`src/rtl/sccb_target_responder_if.sv`:
```
// SCCB target bus bundle.
// Carries the pad-side SCCB lines and the register-access side of the responder.
//   SIOC_i   : SCCB clock as seen at the pad
//   SIOD_i   : SCCB data as seen at the pad
//   SIOD_oe  : 1 = pad pulls SIOD low, 0 = released (open drain)
//   busy     : high from START until STOP or abort
//   wr_valid : one-cycle register-write strobe
//   wr_addr  : write address, valid with wr_valid
//   wr_data  : write data, valid with wr_valid
//   rd_addr  : current read address (0 when reads are disabled)
//   rd_data  : register contents at rd_addr, combinational from the owner
// Modport slave is the responder; modport master is the bus/register owner side.
interface sccb_target_responder_if;
  logic        SIOC_i;
  logic        SIOD_i;
  logic        SIOD_oe;
  logic        busy;
  logic        wr_valid;
  logic [15:0] wr_addr;
  logic [7:0]  wr_data;
  logic [15:0] rd_addr;
  logic [7:0]  rd_data;

  modport slave (
    input  SIOC_i, SIOD_i, rd_data,
    output SIOD_oe, busy, wr_valid, wr_addr, wr_data, rd_addr
  );

  modport master (
    output SIOC_i, SIOD_i, rd_data,
    input  SIOD_oe, busy, wr_valid, wr_addr, wr_data, rd_addr
  );
endinterface

```
`src/rtl/sccb_target_responder.sv`:
```
// SCCB target (camera-side) responder, an OV5640 stand-in.
// Oversamples SIOC/SIOD on clk_sys, decodes ID / 16-bit address / data bytes, ACKs by
// pulling SIOD low and emits register writes as a one-cycle strobe.
// Ports:
//   clk_sys : system clock, SCCB lines are oversampled on it
//   reset_n : synchronous active-low reset
//   sccb_io : bus bundle (slave modport), see sccb_target_responder_if
// Parameters:
//   DEV_ID      : 7-bit device address (write byte {DEV_ID,0}, read byte {DEV_ID,1})
//   SYNC_STAGES : synchronizer depth on SIOC/SIOD, must be at least 2
// Optional feature: define SCCB_RD_EN to enable register reads; otherwise read IDs are
// not ACKed and rd_addr is tied to 0.
module sccb_target_responder #(
  parameter logic [6:0]  DEV_ID      = 7'h3C,
  parameter int unsigned SYNC_STAGES = 2
) (
  input logic                    clk_sys,
  input logic                    reset_n,
  sccb_target_responder_if.slave sccb_io
);

`ifdef SCCB_RD_EN
  localparam bit RdEn = 1'b1;
`else
  localparam bit RdEn = 1'b0;
`endif

  typedef enum logic [3:0] {
    StIdle, StId, StAckId, StAddrH, StAckAh, StAddrL, StAckAl,
    StWdata, StAckWd, StRdata, StRack, StIgnore
  } state_e;

  // Top bit of each chain is the extra edge-detect flop. Reset to 1 (idle bus level).
  logic [SYNC_STAGES:0] scl_sync_q, sda_sync_q;
  logic scl_s, scl_p, sda_s, sda_p;
  logic scl_rise, scl_fall, start_det, stop_det;

  state_e      state_q, state_d;
  logic [3:0]  cnt_q, cnt_d;
  logic [7:0]  shift_q, shift_d;
  logic [7:0]  addr_hi_q, addr_hi_d;
  logic [15:0] ptr_q, ptr_d;
  logic        oe_q, oe_d;
  logic        busy_q, busy_d;
  logic        wr_valid_q, wr_valid_d;
  logic [15:0] wr_addr_q, wr_addr_d;
  logic [7:0]  wr_data_q, wr_data_d;
  logic        rd_mode_q, rd_mode_d;
  logic        nack_q, nack_d;

  always_ff @(posedge clk_sys) begin
    if (!reset_n) begin
      scl_sync_q <= '1;
      sda_sync_q <= '1;
    end else begin
      scl_sync_q <= {scl_sync_q[SYNC_STAGES-1:0], sccb_io.SIOC_i};
      sda_sync_q <= {sda_sync_q[SYNC_STAGES-1:0], sccb_io.SIOD_i};
    end
  end

  assign scl_s     = scl_sync_q[SYNC_STAGES-1];
  assign scl_p     = scl_sync_q[SYNC_STAGES];
  assign sda_s     = sda_sync_q[SYNC_STAGES-1];
  assign sda_p     = sda_sync_q[SYNC_STAGES];
  assign scl_rise  = scl_s & ~scl_p;
  assign scl_fall  = ~scl_s & scl_p;
  assign start_det = scl_s & scl_p & ~sda_s & sda_p;
  assign stop_det  = scl_s & scl_p & sda_s & ~sda_p;

  always_comb begin
    state_d    = state_q;
    cnt_d      = cnt_q;
    shift_d    = shift_q;
    addr_hi_d  = addr_hi_q;
    ptr_d      = ptr_q;
    oe_d       = oe_q;
    busy_d     = busy_q;
    wr_valid_d = 1'b0;
    wr_addr_d  = wr_addr_q;
    wr_data_d  = wr_data_q;
    rd_mode_d  = rd_mode_q;
    nack_d     = nack_q;

    if (start_det) begin
      // Repeated start is legal from any state; a partial byte is simply dropped.
      state_d = StId;
      cnt_d   = 4'd0;
      busy_d  = 1'b1;
      oe_d    = 1'b0;
    end else if (stop_det) begin
      state_d = StIdle;
      busy_d  = 1'b0;
      oe_d    = 1'b0;
    end else if (scl_rise) begin
      case (state_q)
        StId, StAddrH, StAddrL, StWdata: begin
          shift_d = {shift_q[6:0], sda_s};
          cnt_d   = cnt_q + 4'd1;
          if (state_q == StWdata && cnt_q == 4'd7) begin
            wr_valid_d = 1'b1;
            wr_addr_d  = ptr_q;
            wr_data_d  = {shift_q[6:0], sda_s};
            ptr_d      = ptr_q + 16'd1;
          end
        end
        StRdata: cnt_d = cnt_q + 4'd1;
        StRack: begin
          // Advance on master ACK here so rd_data has settled by the falling edge.
          nack_d = sda_s;
          if (!sda_s) ptr_d = ptr_q + 16'd1;
        end
        default: ;
      endcase
    end else if (scl_fall) begin
      case (state_q)
        StId: begin
          if (cnt_q == 4'd8) begin
            if (shift_q[7:1] == DEV_ID && (!shift_q[0] || RdEn)) begin
              state_d   = StAckId;
              oe_d      = 1'b1;
              rd_mode_d = shift_q[0];
            end else begin
              state_d = StIgnore;
            end
          end
        end
        StAckId: begin
          cnt_d = 4'd0;
          if (rd_mode_q) begin
            shift_d = sccb_io.rd_data;
            oe_d    = ~sccb_io.rd_data[7];
            state_d = StRdata;
          end else begin
            oe_d    = 1'b0;
            state_d = StAddrH;
          end
        end
        StAddrH: begin
          if (cnt_q == 4'd8) begin
            addr_hi_d = shift_q;
            oe_d      = 1'b1;
            state_d   = StAckAh;
          end
        end
        StAckAh: begin
          oe_d    = 1'b0;
          cnt_d   = 4'd0;
          state_d = StAddrL;
        end
        StAddrL: begin
          if (cnt_q == 4'd8) begin
            ptr_d   = {addr_hi_q, shift_q};
            oe_d    = 1'b1;
            state_d = StAckAl;
          end
        end
        StAckAl, StAckWd: begin
          oe_d    = 1'b0;
          cnt_d   = 4'd0;
          state_d = StWdata;
        end
        StWdata: begin
          if (cnt_q == 4'd8) begin
            oe_d    = 1'b1;
            state_d = StAckWd;
          end
        end
        StRdata: begin
          if (cnt_q == 4'd8) begin
            oe_d    = 1'b0;
            state_d = StRack;
          end else begin
            oe_d = ~shift_q[3'd7 - cnt_q[2:0]];
          end
        end
        StRack: begin
          if (nack_q) begin
            state_d = StIgnore;
          end else begin
            cnt_d   = 4'd0;
            shift_d = sccb_io.rd_data;
            oe_d    = ~sccb_io.rd_data[7];
            state_d = StRdata;
          end
        end
        default: ;
      endcase
    end
  end

  always_ff @(posedge clk_sys) begin
    if (!reset_n) begin
      state_q    <= StIdle;
      cnt_q      <= 4'd0;
      shift_q    <= 8'd0;
      addr_hi_q  <= 8'd0;
      ptr_q      <= 16'd0;
      oe_q       <= 1'b0;
      busy_q     <= 1'b0;
      wr_valid_q <= 1'b0;
      wr_addr_q  <= 16'd0;
      wr_data_q  <= 8'd0;
      rd_mode_q  <= 1'b0;
      nack_q     <= 1'b0;
    end else begin
      state_q    <= state_d;
      cnt_q      <= cnt_d;
      shift_q    <= shift_d;
      addr_hi_q  <= addr_hi_d;
      ptr_q      <= ptr_d;
      oe_q       <= oe_d;
      busy_q     <= busy_d;
      wr_valid_q <= wr_valid_d;
      wr_addr_q  <= wr_addr_d;
      wr_data_q  <= wr_data_d;
      rd_mode_q  <= rd_mode_d;
      nack_q     <= nack_d;
    end
  end

  assign sccb_io.SIOD_oe  = oe_q;
  assign sccb_io.busy     = busy_q;
  assign sccb_io.wr_valid = wr_valid_q;
  assign sccb_io.wr_addr  = wr_addr_q;
  assign sccb_io.wr_data  = wr_data_q;
  assign sccb_io.rd_addr  = RdEn ? ptr_q : 16'd0;

endmodule
```
`src/flat_wrapper.sv`:
```
// flat-port wrapper written by rule: the top's interface ports become plain ports
module sccb_target_responder_flat 
#(
  parameter logic [6:0]  DEV_ID      = 7'h3C,
  parameter int unsigned SYNC_STAGES = 2
)
  (clk_sys, reset_n, sccb_io_SIOC_i, sccb_io_SIOD_i, sccb_io_rd_data, sccb_io_SIOD_oe, sccb_io_busy, sccb_io_wr_valid, sccb_io_wr_addr, sccb_io_wr_data, sccb_io_rd_addr);
  sccb_target_responder_if sccb_io_i ();
  input logic clk_sys;
  input logic reset_n;
  input wire logic [$bits(sccb_io_i.SIOC_i)-1:0] sccb_io_SIOC_i;
  input wire logic [$bits(sccb_io_i.SIOD_i)-1:0] sccb_io_SIOD_i;
  input wire logic [$bits(sccb_io_i.rd_data)-1:0] sccb_io_rd_data;
  output wire logic [$bits(sccb_io_i.SIOD_oe)-1:0] sccb_io_SIOD_oe;
  output wire logic [$bits(sccb_io_i.busy)-1:0] sccb_io_busy;
  output wire logic [$bits(sccb_io_i.wr_valid)-1:0] sccb_io_wr_valid;
  output wire logic [$bits(sccb_io_i.wr_addr)-1:0] sccb_io_wr_addr;
  output wire logic [$bits(sccb_io_i.wr_data)-1:0] sccb_io_wr_data;
  output wire logic [$bits(sccb_io_i.rd_addr)-1:0] sccb_io_rd_addr;
  assign sccb_io_i.SIOC_i = sccb_io_SIOC_i;
  assign sccb_io_i.SIOD_i = sccb_io_SIOD_i;
  assign sccb_io_i.rd_data = sccb_io_rd_data;
  assign sccb_io_SIOD_oe = sccb_io_i.SIOD_oe;
  assign sccb_io_busy = sccb_io_i.busy;
  assign sccb_io_wr_valid = sccb_io_i.wr_valid;
  assign sccb_io_wr_addr = sccb_io_i.wr_addr;
  assign sccb_io_wr_data = sccb_io_i.wr_data;
  assign sccb_io_rd_addr = sccb_io_i.rd_addr;
  sccb_target_responder #(.DEV_ID(DEV_ID), .SYNC_STAGES(SYNC_STAGES)) u_core (.clk_sys(clk_sys), .reset_n(reset_n), .sccb_io(sccb_io_i));
endmodule
```
`config.mk`:
```
export PLATFORM = sky130hd
export DESIGN_NAME = sccb_target_responder_flat
export DESIGN_NICKNAME = d
export VERILOG_FILES = /design/src/rtl/sccb_target_responder_if.sv /design/src/rtl/sccb_target_responder.sv /design/src/flat_wrapper.sv
export SDC_FILE = /design/constraint.sdc
export NUM_CORES = 1
export LEC_CHECK = 0
export CELL_PAD_IN_SITES_DETAIL_PLACEMENT = 2
export CELL_PAD_IN_SITES_GLOBAL_PLACEMENT = 2
export CORE_MARGIN = 3
export CORE_UTILIZATION = 36
export DETAILED_ROUTE_END_ITERATION = 10
export GPL_TIMING_DRIVEN = 0
export PLACE_DENSITY = 0.84
export SLEW_MARGIN = 20
export SYNTH_ARGS = -nofsm -noshare
export SYNTH_HDL_FRONTEND = slang
export SYNTH_SLANG_ARGS = --single-unit
export TNS_END_PERCENT = 100
```
`constraint.sdc`:
```
create_clock -name clk_sys -period 4.5 [get_ports clk_sys]
set_input_delay 0.9 -clock clk_sys [delete_from_list [all_inputs] [get_ports clk_sys]]
set_output_delay 0.9 -clock clk_sys [all_outputs]
set_load 0.01 [all_outputs]
```
==> flow_summary_export.csv <==
group,metric,value,unit
timing,grt_setup_unrepaired,"no",
grt,first_global_vias,4026,
yosys,synth_area_per_cell,8.73,sq um
yosys,syn_inst,454,
die,ios,55,
worst_setup_path,path_max_fanout,10,
die,initial_core_util,37.7,%
yosys,synth.area.top_cells,"dfxtp_1, mux2i_1, nor2_1, a21oi_1, buf_4",
timing,fin_worst_skew,0.0132,ns
yosys,synth_warnings,0,
grt,grt_first_pass_wirelength,22500,microns
timing,hold_viol,0,
yosys,synthTopCellsByCount,"dfxtp_1, nor2_1, mux2i_1",
timing,min_period,2.37,ns
worst_setup_path,worstReg2RegStart,"u_core.cnt_q[0]",
yosys,async_flop_share,0,%
clock_tree,clkTransAtPathRegs,0.08,ns
timing,setup_viol_count_final,0,
worst_setup_path,end_kind,"flip-flop",
die,core-area,10500,sq um
worst_hold_path,hold_start,"u_core.sda_sync_q[0]",
worst_setup_path,cp.required,4.73,ns
clock_tree,cts_hold_buf,0,
die,die_w,111,microns
yosys,netlist_area,3960,sq um
clock_tree,ctsRootBufferMaster,"clkbuf_8",
clock_tree,clk_path_buf_depth,2,
timing,timing.fmax,421,MHz
worst_setup_path,reg2reg_to,"u_core.sccb_io.wr_data[5]",
finish,area_growth,20.7,%
clock_tree,cts.sinks,75,
worst_setup_path,crit_type,"flip-flop to flip-flop",
route,viasPerCell,5.60,
timing,period_share,52.7,%
die,die_y,111,microns
worst_setup_path,reg2reg_depth,8,
grt,track_usage,22.9,%
route,first_pass_iters,4,
worst_setup_path,cp.arrival,2.60,ns
die,rows,37,
grt,grt_max_degree,14,
route,drt-wirelength-per-cell,21.0,microns
job,cap_violations,0,
finish,drive_gt1_share,12.1,%
pwr,p_leak,1.71,nW
place,routabilityCongestion,0.906,
worst_hold_path,hp-class,"flip-flop to flip-flop",
yosys,synth_area_leader_cell,"dfxtp_1",
yosys,yosysMostFrequentCell,"dfxtp_1",
grt,antenna_found_initial,0,
finish,n_antenna_cell,0,
yosys,post-synth-top-area-fraction,37.9,%
route,wirelength,13800,microns
timing,tns,0,ns
route,antenna_left,0,
place,place_hpwl,9870,microns
clock_tree,clk-insertion-delay-late,0.36,ns
yosys,ys_seq_elements,75,
clock_tree,cts_tree,"done",
yosys,synth-edff-count,0,
run_status,status,"finished clean",
clock_tree,ctsResizeCount,0,
route,vias,3688,
pwr,pwr_density_cell,283,nW/um^2
worst_setup_path,ff2ff_setup_slack,2.13,ns
timing,report.final.slew_viol_count,0,
pwr,ir_drop,173,uV
place,numPortBuffers,38,
yosys,synth-seq-area-share,37.9,%
route,drc,0,
grt,grt-ovfl-total,0,
clock_tree,numCtsBuffers,9,
die,die_area,12300,sq um
yosys,synthFlopType,"dfxtp_1",
finish,nNetsFinal,537,
timing,relSlewSlack,28.2,%
route,drt_iter0_drc,189,
clock_tree,post_cts_buffers,0,
clock_tree,htreeDepth,3,
worst_hold_path,hold_end,"u_core.sda_sync_q[1]",
timing,tightest_slew,1.07,ns
yosys,synth_cell_types,60,
worst_hold_path,hold_depth,1,
finish,final_util,45.5,%
worst_setup_path,startpoint_type,"flip-flop",
-- routing by layer --
layer / vias up / routed length (microns) / GRT usage (%)
met2: 91 / 6890 / 40.3
met1: 1844 / 5930 / 29.0
met5: - / 0 / 0
li1: 1734 / - / -
met3: 19 / 786 / 3.82
met4: 0 / 221 / 5.58
-- placed cells by master, fill, tap and decap left out, types with 5 or more instances in the layout --
cell	instances
clkdlybuf4s50_1	38
o32ai_1	6
nand2b_1	13
inv_1	15
conb_1	16
a31oi_1	8
clkbuf_8	9
nand2_1	27
and3_1	5
ha_1	7
nor2b_1	7
o21ai_0	10
clkbuf_1	12
a21oi_1	34
dfxtp_1	75
a311oi_1	9
buf_2	9
nand3_1	11
nor3_1	6
o21a_1	5
nor2_1	65
mux2i_1	46
buf_4	19
o221a_2	7
-- worst max-delay path by stage --
stage	from	to	cells after the start
floorplan	u_core.scl_sync_q[2]	u_core.addr_hi_q[0]	8
global placement	reset_n	u_core.ptr_q[3]	4
detailed placement	reset_n	u_core.ptr_q[11]	4
CTS	u_core.cnt_q[0]	u_core.sccb_io.wr_data[5]	8
global route	u_core.cnt_q[0]	u_core.sccb_io.wr_data[5]	8
finish	u_core.cnt_q[0]	u_core.sccb_io.wr_data[5]	8
-- stage by stage --
stage                     hold slack (ns)  cell area (sq um)  setup slack, ns  instances  power [mW]
final                               0.432               4780             2.13        658        1.35
after CTS                           0.428               4780             2.11        658        1.36
after global placement              0.394               4570             1.97        643       0.776
after detailed placement            0.409               4570             1.92        643       0.780
after global routing                0.448               4780             1.95        658        1.40
after floorplan                     0.386               4020             2.65        469       0.746
-- registers in the layout, indices dropped and copies added, names as in the netlist, 3 cells and up --
register                cells
u_core.scl_sync_q           3
u_core.sccb_io.wr_data      8
u_core.cnt_q                4
u_core.addr_hi_q            8
u_core.state_q              4
u_core.sda_sync_q           3
u_core.sccb_io.wr_addr     16
u_core.shift_q              8
u_core.ptr_q               16
-- layout make-up --
cell class / count / area [sq um]
fill: 1163 / 5730
multi-input combinational: 333 / 2190
sequential: 75 / 1500
timing repair buffer: 38 / 380
buffer: 44 / 263
tap: 136 / 170
clock buffer: 9 / 124
clock inverter: 6 / 90.1
inverter: 17 / 63.8
-- cell families (layout without fill, tap and decap cells) --
family,after synthesis,in the layout,share of synthesized area (%)
AND/OR/NAND/NOR,155,155,19.5
AO/OA/AOI/OAI,104,104,18.6
flip-flops,75,75,37.9
buffers and inverters,61,114,8.24
multiplexers,49,49,13.0
adder cells (fa/ha/maj),7,7,2.21
XOR/XNOR,2,2,0.442
other,1,16,0.0946
-- worst max-delay path: stages (launching register included) --
cell	delay (ns)
dfxtp_1	0.51
ha_1	0.24
nand4_1	0.11
nor4_2	0.41
and3_1	0.23
buf_4	0.18
buf_6	0.19
mux2i_1	0.25
nor2_1	0.09
-- power by group --
part / internal [mW] / total (mW) / switching [mW] / leakage (nW)
clock: 0.311 / 0.585 / 0.274 / 0.106
sequential: 0.668 / 0.672 / 0.00467 / 0.605
combinational: 0.0366 / 0.0943 / 0.0577 / 0.995
No activity file was read; power rests on OpenSTA's default activity.
